## config.mk

```make
export PLATFORM = sky130hd
export DESIGN_NAME = sigma_delta_dac_ice40
export DESIGN_NICKNAME = d
export VERILOG_FILES = /design/src/rtl/sigma_delta_dac_ice40.sv
export SDC_FILE = /design/constraint.sdc
export NUM_CORES = 1
export LEC_CHECK = 0
export CAP_MARGIN = 20
export CORE_MARGIN = 5
export CORE_UTILIZATION = 35
export DETAILED_ROUTE_END_ITERATION = 8
export GPL_TIMING_DRIVEN = 0
export REMOVE_ABC_BUFFERS = 1
export SYNTH_ARGS = -nofsm -noshare
export SYNTH_HDL_FRONTEND = slang
export SYNTH_SLANG_ARGS = --single-unit
```

## constraint.sdc

```tcl
create_clock -name clk -period 5 [get_ports clk]
set_clock_uncertainty 0.2 [all_clocks]
set_input_delay 0.75 -clock clk [delete_from_list [all_inputs] [get_ports clk]]
set_output_delay 0.75 -clock clk [all_outputs]
set_load 0.05 [all_outputs]
```

## src/rtl/sigma_delta_dac_ice40.sv

```systemverilog
// rtl/sigma_delta_dac_ice40.sv - first-order sigma-delta DAC with linear interpolation
// One sample per 2^RATE_BITS-clock frame, ramped over 2^INTERP_BITS subticks into a 1-bit stream.
module sigma_delta_dac_ice40 #(
  parameter int DAC_WIDTH   = 8,
  parameter int RATE_BITS   = 10,
  parameter int INTERP_BITS = 3
) (
  input  logic                 clk,
  input  logic                 rstn,
  input  logic [DAC_WIDTH-1:0] sample_in,
  input  logic                 sample_valid,
  output logic                 sample_ready,
  output logic                 sample_req,
  output logic                 underrun,
  output logic                 analog_out
);

  localparam int AW    = DAC_WIDTH + INTERP_BITS;
  localparam int SUB_W = RATE_BITS - INTERP_BITS;

  typedef enum logic {IDLE = 1'b0, RUN = 1'b1} state_t;

  state_t                      state_q, state_d;
  logic [RATE_BITS-1:0]        rate_cnt_q, rate_cnt_d;
  logic [DAC_WIDTH-1:0]        hold_q, hold_d;
  logic                        hold_full_q, hold_full_d;
  logic [DAC_WIDTH-1:0]        target_q, target_d;
  logic signed [DAC_WIDTH:0]   delta_q, delta_d;
  logic [AW-1:0]               cur_q, cur_d;
  logic [AW-1:0]               acc_q, acc_d;
  logic                        analog_q, analog_d;
  logic                        req_q, req_d;
  logic                        underrun_q, underrun_d;

  logic          frame_tick;
  logic          subtick;
  logic          accept;
  logic [AW-1:0] delta_ext;
  logic [AW:0]   mod_sum;

  assign frame_tick = &rate_cnt_q;

  if (SUB_W > 0) begin : g_sub
    assign subtick = &rate_cnt_q[SUB_W-1:0];
  end else begin : g_sub_all
    assign subtick = 1'b1;
  end

  assign accept    = sample_valid && !hold_full_q;
  assign delta_ext = AW'(delta_q);
  assign mod_sum   = {1'b0, acc_q} + {1'b0, cur_q};

  assign sample_ready = ~hold_full_q;
  assign sample_req   = req_q;
  assign underrun     = underrun_q;
  assign analog_out   = analog_q;

  always_comb begin
    state_d     = state_q;
    rate_cnt_d  = rate_cnt_q + 1'b1;
    hold_d      = hold_q;
    hold_full_d = hold_full_q;
    target_d    = target_q;
    delta_d     = delta_q;
    cur_d       = cur_q;
    acc_d       = mod_sum[AW-1:0];
    analog_d    = mod_sum[AW];
    req_d       = frame_tick;
    underrun_d  = 1'b0;

    if (accept) begin
      hold_d      = sample_in;
      hold_full_d = 1'b1;
    end

    // The frame-tick add still uses the outgoing delta, which lands cur exactly on the old target.
    if (subtick) begin
      cur_d = cur_q + delta_ext;
    end

    if (frame_tick) begin
      if (hold_full_q) begin
        delta_d     = $signed({1'b0, hold_q}) - $signed({1'b0, target_q});
        target_d    = hold_q;
        hold_full_d = 1'b0;
        state_d     = RUN;
      end else begin
        delta_d    = '0;
        underrun_d = (state_q == RUN);
      end
    end
  end

  always_ff @(posedge clk or negedge rstn) begin
    if (!rstn) begin
      state_q <= IDLE;
    end else begin
      state_q <= state_d;
    end
  end

  always_ff @(posedge clk or negedge rstn) begin
    if (!rstn) begin
      rate_cnt_q  <= '0;
      hold_q      <= '0;
      hold_full_q <= 1'b0;
      target_q    <= '0;
      delta_q     <= '0;
      cur_q       <= '0;
      acc_q       <= '0;
      analog_q    <= 1'b0;
      req_q       <= 1'b0;
      underrun_q  <= 1'b0;
    end else begin
      rate_cnt_q  <= rate_cnt_d;
      hold_q      <= hold_d;
      hold_full_q <= hold_full_d;
      target_q    <= target_d;
      delta_q     <= delta_d;
      cur_q       <= cur_d;
      acc_q       <= acc_d;
      analog_q    <= analog_d;
      req_q       <= req_d;
      underrun_q  <= underrun_d;
    end
  end

endmodule
```

Word level (Yosys, flattened, before mapping)

Cells that the tools add are included.

Add/subtract/negate cells: 4
Mux-type cells: 6
Bitwise logic cells: 1
Reduce and logical (&&, ||, !) cells: 5

Operator list:

| operator                | count |
|---|---|
| $add A11 B11 Y12        | 1 |
| $add A11 B11 Y11        | 1 |
| $reduce_and A11 Y1      | 1 |
| $add A10 B1 Y10 const B | 1 |
| $reduce_and A10 Y1      | 1 |
| $mux W9                 | 1 |
| $sub A8 B8 Y9           | 1 |
| $reduce_and A7 Y1       | 1 |
| $mux W1                 | 5 |
| $logic_and A1 B1 Y1     | 1 |
| $logic_not A1 Y1        | 1 |
| $not A1 Y1              | 1 |

Register bits after elaboration: 62
Input bits: 11
Logic and storage cells: 27

Depth between registers and ports, before layout

Gate-level depths: netlist of run 1.

Depth in word-level cells: 5
Gate-level depth with buffers: 9
Gate-level depth less buffers: 9

Worst setup path before layout of run 1

No wires, ideal clock.

Kind: reg-to-reg
Start point: register cur_q[0]
End point: register acc_q[10]
Library setup time: 87 ps
Arrival time: 2008 ps
Required time: 4713 ps
Slack: 2705 ps
Stages on the path, launching flop included: 8
Cells stage by stage: dfrtp_1 ha_1 fa_1 a21oi_1 o21ai_0 or4_1 a211o_1 o211ai_1

Cells in the longest elaborated chain, start to end: 1

RTL lines:

| item                   | RTL line | source |
|---|---|---|
| from (decl)            | 29       | `logic [AW-1:0] cur_q, cur_d;` |
| from (signal assigned) | 120      | `cur_q <= cur_d;` |
| $add A11 B11 Y12       | 51       | `assign mod_sum = {1'b0, acc_q} + {1'b0, cur_q};` |
| net mod_sum[10]        | 39       | `logic [AW:0] mod_sum;` |
| to (signal assigned)   | 110      | `acc_q <= '0;` |
| to (signal assigned)   | 121      | `acc_q <= acc_d;` |
| to (decl)              | 30       | `logic [AW-1:0] acc_q, acc_d;` |

The timed path passes the listed nets, and every way through them passes these cells.
A chain may end at the register's enable or synchronous reset.

Worst setup path after layout of run 1

Start point: register hold_full_q
End point: output sample_ready

Cells in the longest elaborated chain, start to end: 1

RTL lines:

| item                   | RTL line | source |
|---|---|---|
| from (decl)            | 26       | `logic hold_full_q, hold_full_d;` |
| from (signal assigned) | 117      | `hold_full_q <= hold_full_d;` |
| $not A1 Y1             | 53       | `assign sample_ready = ~hold_full_q;` |
| to (decl)              | 12       | `output logic sample_ready,` |

No other way between the ends.

==> impl_results.md, run 1 <==
* Top Layer Used: met4
* CTS clock-pin slew for the worst setup and hold paths at 0.07 ns
* CP max FO at 6
* First-pass GRT wire length at 11190 um
* FF-to-FF setup slack at 2.49 ns
* WL per Instance at 12.34 um
* Number of global-route vias before repair at 2504
* RSZ-0062 raised after global routing: false
* Number of synthesized flops with an enable pin at 0
* Port Buffers at 14
* Post-Syn Area per Cell at 10.10 um^2
* Resized Gates After CTS at 0
* ANT cells at 0
* Area share of the largest cell type after synthesis at 0.4340
* Pre-CTS setup slack at 2.418 ns
* Netlist Area Pre-Place at 3575 um^2
* DR pass1 iterations at 5
* Met3 wire length at 176 um
* Status: finished clean
* HPWL after DPL at 4598 um
* DRT met1 WL at 2931 um
* Drt drc at 0
* Critical Path Source: hold_full_q
* Cell with the most instances after synthesis: dfrtp_1
* NumNets Final at 412
* Final worst-path cycle share at 0.5698
* # IOs at 15
* Share of cells above drive strength 1 at 0.07796
* Die height at 111.1 um
* RR Endpoint: acc_q[10]
* Met2 wire length at 3040 um
* Final hold vios at 0
* Routability cong. at 0.7810
* Crit. End Element: output port
* Worst rel slew slack at 0.4728
* Worst-Margin Slew at 0.7908 ns
* Final-report max-slew violation count at 0
* Area after DPL at 3820 um^2
* Initial DRC Count at 43
* WP buf/inv at 2
* Seq/Total Area, Yosys at 0.4340
* Synth top area cells: dfrtp_1 43%, ha_1 11%, o21ai_0 3.9%, nand2_1 3.7%, xnor2_1 2.9%
* Initial core utilization at 0.3624
* RR Startpoint: cur_q[0]
* Synth Flop Type: dfrtp_1
* WHS at 0.2699 ns
* Worst VDD drop at 0.1892 mV
* Ys Warns at 0
* Initial antenna violation count at 0
* Max-cap viol count at 0
* Final core utilization at 0.4064
* Yosys cell types at 54
* Final antenna-violating net count at 0
* Asr flop ratio synth at 1.000
* Cells on worst reg2reg path at 7
* Layout overhead on the synthesized area at 12.15%
* H-tree Lvls at 3
* Power per standard cell area at 253.6 nW/um^2
* Critical-path top delay cell: clkdlybuf4s50_1
* Total CTS buffers at 9
* Commonest cells in the netlist: 62 x dfrtp_1, 35 x nand2_1, 30 x ha_1
* Later-pin clock latency in the skew report at 0.34 ns
* Hold Crit Class: in2async
* Fmax at 0.3510 GHz
* CTS Sinks at 62
* Area of the core at 9864 um^2
* Setup Fix Bufs, Post-CTS at 0
* CP arrival at 1.90 ns
* Grt ovf at 0
* GRT Total Usage at 0.1093
* Number of vias per cell at 5.050
* Synth area leader: dfrtp_1
* Final cell count without fillers at 505
* Leakage at 1.861 nW
* CP max stage delay at 0.86 ns
* Largest net degree at the start of global routing at 63
* Syn Inst Count at 354
* Req. time, crit path at 4.05 ns
* FP Rows at 36
* Critical path startpoint category: flip-flop
* Overall routed net length at 6232 um
* Die area at 12330 um^2
* Crit-path leading delay family: buffers and inverters
* Fin worst setup slack at 2.151 ns
* Kind of critical path: reg2out
* Vias after detailed routing at 2550
* Min cycle time layout at 2.849 ns
* Critical path depth at 2
* Setup TNS at 0 ns
* Die width at 111.1 um
* Placed instance count at 490
* Cts hold-fix bufs at 0
* CTS tree: done
* Number of synthesized register bits at 62
* Setup-failing EPs final at 0
* CTS Root Cell: clkbuf_8
* Clock Tree Buf Depth at 2
* Power after layout at 1.017 mW
* Finished Cell Area at 4009 um^2
* Critical path, cell by cell: inv_1 -> clkdlybuf4s50_1
-- power by group --
group / total [mW] / switching (mW) / internal, mW
Clock: 0.431 / 0.192 / 0.239
Combinational: 0.0694 / 0.0362 / 0.0331
Sequential: 0.516 / 0.00652 / 0.509
Total: 1.02 / 0.235 / 0.782
-- layout make-up --
cell class | count | area, um^2
clock buffers | 11 | 141.4
clock inverters | 4 | 47.55
flip-flops and latches | 62 | 1551
repair buffers | 14 | 137.6
fillers | 960 | 5856
multi-input cells | 259 | 1882
inverters | 22 | 82.58
well taps | 133 | 166.4
-- sequential cells by signal, summed over array words and instances (netlist names) --
register,flops
acc_q,11
cur_q,11
rate_cnt_q,10
delta_q,9
hold_q,8
target_q,8
analog_out,1
hold_full_q,1
sample_req,1
state_q,1
underrun,1
-- worst max-delay path by stage --
stage / to / slack, ns
final: sample_ready / 2.15
after global routing: sample_ready / 2.06
after CTS: sample_ready / 2.10
after detailed placement: hold_q[3] / 2.42
after global placement: hold_q[5] / 0.86
after floorplan: acc_q[10] / 2.71
-- layout by cell type, fill, tap and decap left out, types with 6 or more instances in the layout --
| cell | synthesis | routed |
|---|---|---|
| nand2_1 | 35 | 35 |
| mux2_2 | 9 | 9 |
| nor2_1 | 14 | 14 |
| a21o_1 | 6 | 6 |
| nor3_1 | 9 | 9 |
| inv_1 | 21 | 21 |
| nand3_1 | 8 | 8 |
| xnor2_1 | 12 | 12 |
| xor2_1 | 9 | 9 |
| clkbuf_8 | 0 | 10 |
| a21oi_1 | 14 | 14 |
| clkdlybuf4s50_1 | 0 | 13 |
| o21ai_0 | 28 | 28 |
| ha_1 | 30 | 30 |
| o21a_1 | 6 | 6 |
| dfrtp_1 | 62 | 62 |
| o31ai_1 | 6 | 6 |
| a211oi_1 | 7 | 7 |
-- metal layers --
| layer | global-route usage | vias up |
|---|---|---|
| met2 | 0.1788 | 25 |
| met1 | 0.1346 | 1214 |
| li1 | - | 1303 |
| met4 | 0.04055 | 0 |
| met3 | 0.03603 | 8 |
| met5 | 0 | - |
-- kinds of logic (layout without fill, tap and decap cells) --
family                     after synthesis  count (layout)  synth area share
buffers and inverters                   33              51           0.03955
muxes                                   11              11           0.03395
and+or+nand+nor                        107             107            0.1603
DFF                                     62              62            0.4340
adders and majority gates               33              33            0.1218
xor gates and xnor gates                21              21           0.05145
AOI/OAI and AO/OA                       87              87            0.1589
No activity file was read; power rests on OpenSTA's default activity.
==> inputs of run 2 (changes only) <==
Clock period 5 ns to 2.3 ns, I/O delays scaled along.
==> run 2 against run 1 <==
Net effect: the flow now finishes with violations (negative setup slack); cell count up 1.2%; final area rose by 2.5%; via count up 1.7%; combinational power rose by 130%; power increased by 120%; register-to-register slack worse by 2.5 ns; clock power grew 120%; critical path type is now reg2reg.
==> impl_results.md, run 2 (same netlist as run 1, synthesis figures left out) <==
* Status: complete, but fails checks (was finished clean)
* Later-pin clock latency in the skew report at 0.34 ns (about the same)
* Share of cells above drive strength 1 at 0.1270 (was 0.07796)
* Final worst-path cycle share at 1.002
* Final-report max-slew violation count at 0 (unchanged)
* Final core utilization at 0.4167 (was 0.4064)
* Min cycle time layout at 2.304 ns
* Max-cap viol count at 0 (unchanged)
* CP arrival at 2.36 ns (was 1.90 ns)
* RSZ-0062 raised after global routing: true (was false)
* Die width at 111.1 um (unchanged)
* Placed instance count at 490 (unchanged)
* ANT cells at 0 (unchanged)
* CTS clock-pin slew for the worst setup and hold paths at 0.07 ns (about the same)
* WHS at 0.2697 ns (was 0.2699 ns)
* Fin worst setup slack at -0.004035 ns (was 2.151 ns)
* NumNets Final at 418 (was 412)
* Pint at 1.703 mW (was 781.7 uW)
* GRT Total Usage at 0.1105 (was 0.1093)
* Req. time, crit path at 2.36 ns (was 4.05 ns)
* H-tree Lvls at 3 (unchanged)
* Worst rel slew slack at 0.4702 (was 0.4728)
* Area of the core at 9864 um^2 (unchanged)
* Top flop regs: acc_q x11, cur_q x11, rate_cnt_q x10 (unchanged)
* Leakage at 1.898 nW (was 1.861 nW)
* Net Sw Frac at 0.2338 (was 0.2309)
* Final hold vios at 0 (unchanged)
* Fmax at 0.4340 GHz
* Initial DRC Count at 47 (was 43)
* Power per standard cell area at 540.6 nW/um^2 (was 253.6 nW/um^2)
* Number of global-route vias before repair at 2527 (was 2504)
* CTS tree: done (unchanged)
* Die height at 111.1 um (unchanged)
* CP max FO at 3 (was 6)
* Logic pwr share at 0.071 (was 0.068)
* Switch Pwr at 519.5 uW (was 234.8 uW)
* Commonest non-fill, non-tap cell in the layout: dfrtp_1 (unchanged)
* Clock power frac at 0.424 (about the same)
* Kind of critical path: reg2reg (was reg2out)
* WL per Instance at 12.56 um (was 12.34 um)
* Port Buffers at 14 (unchanged)
* Number of vias per cell at 5.076 (was 5.050)
* HPWL after DPL at 4598 um (unchanged)
* Setup-failing EPs final at 1 (was 0)
* Drt drc at 0 (unchanged)
* Vias after detailed routing at 2594 (was 2550)
* Critical path startpoint category: flip-flop (unchanged)
* Layout overhead on the synthesized area at 14.98% (was 12.15%)
* Most frequent cells in the layout: 62 x dfrtp_1, 35 x nand2_1, 28 x ha_1 (was 62 x dfrtp_1, 35 x nand2_1, 30 x ha_1)
* Final antenna-violating net count at 0 (unchanged)
* Grt ovf at 0 (unchanged)
* Routability cong. at 0.7810 (unchanged)
* CTS Root Cell: clkbuf_8 (unchanged)
* Worst VDD drop at 0.4112 mV (was 0.1892 mV)
* Failing checks: negative setup slack
* Final cell count without fillers at 511 (was 505)
* Die area at 12330 um^2 (unchanged)
* DR pass1 iterations at 4 (was 5)
* Initial antenna violation count at 0 (unchanged)
* Crit. End Element: flip-flop (was output port)
* CTS Sinks at 62 (unchanged)
* Initial core utilization at 0.3624 (unchanged)
* FP Rows at 36 (unchanged)
* Sequential fraction of design power at 0.505 (was 0.507)
* Overall routed net length at 6417 um (was 6232 um)
* Clock Tree Buf Depth at 2 (unchanged)
* Hold Crit Class: reg2reg (was in2async)
* # IOs at 15 (unchanged)
* Largest net degree at the start of global routing at 63 (unchanged)
* Worst-Margin Slew at 0.7947 ns (was 0.7908 ns)
* First-pass GRT wire length at 11320 um (was 11190 um)
* Pre-CTS setup slack at -0.1781 ns (was 2.418 ns)
* Total CTS buffers at 9 (unchanged)
## run 2: cell count changes in the layout (fill, tap and decap cells not counted), moves of 2 or more
cell	delta
buf_4	+5
fa_1	-3
fa_2	+3
a21oi_1	-2
a21oi_2	+2
ha_1	-2
ha_2	+2
## run 2: area by class of cell
type                       instances  area (um^2)
fill                             963         5754
multi-input combinational        259         1937
sequential                        62         1551
timing repair buffer              20        183.9
tap                              133        166.4
clock buffer                      11        141.4
inverter                          22        82.58
clock inverter                     4        47.55
## run 2: power by group through the flow
stage	sequential [mW]	clock, mW	combinational, mW
final	1.12	0.943	0.158
after global routing	1.12	1.01	0.184
after CTS	1.12	0.973	0.158
after detailed placement	1.14	0	0.154
after global placement	1.14	0	0.155
after floorplan	1.14	0	0.0982
## run 2: worst paths after layout
path	slack, ns	from	depth (start not counted)	end
setup / recovery	-0.004	cur_q[0]	7	acc_q[10]
hold / removal	0.27	rate_cnt_q[0]	1	rate_cnt_q[0]
setup reg to reg	-0.004	cur_q[0]	7	acc_q[10]
hold reg to reg	0.27	rate_cnt_q[0]	1	rate_cnt_q[0]
max in group asynchronous	0.94	rstn	2	delta_q[6]
min in group asynchronous	0.41	rstn	2	acc_q[4]
## run 2: repair_timing
| action | CTS | global route |
|---|---|---|
| pin swaps | 2 | 7 |
| endpoints found under the hold margin | 62 | 0 |
| setup buffers | 2 | 3 |
| resized for setup | 7 | 11 |
| hold buffers | 1 | 0 |
| endpoints found under the setup margin | 7 | 9 |
## run 2: stage by stage
step / power, mW / setup TNS [ns] / area (um^2)
5_1_grt: 2.313 / -0.1459 / 4110
3_5_place_dp: 1.295 / -0.3857 / 3820
2_1_floorplan: 1.236 / 0 / 3516
6_report: 2.222 / -0.004035 / 4110
4_1_cts: 2.252 / -0.07315 / 4049
3_3_place_gp: 1.296 / -88.70 / 3822
## run 2: layer usage
| metal | up-vias | track usage | part of all wire |
|---|---|---|---|
| li1 | 1312 | - | - |
| met1 | 1233 | 0.1356 | 0.46 |
| met2 | 38 | 0.1812 | 0.49 |
| met3 | 11 | 0.03548 | 0.033 |
| met4 | 0 | 0.04217 | 0.015 |
| met5 | - | 0 | 0 |
## run 2: worst max-delay path, stage by stage (launching register included)
cell and delay, ns:
dfrtp_1 0.41, ha_2 0.20, fa_2 0.37, a21oi_2 0.18, o21ai_2 0.09, or4_4 0.42, a211o_1 0.27, o211ai_1 0.09
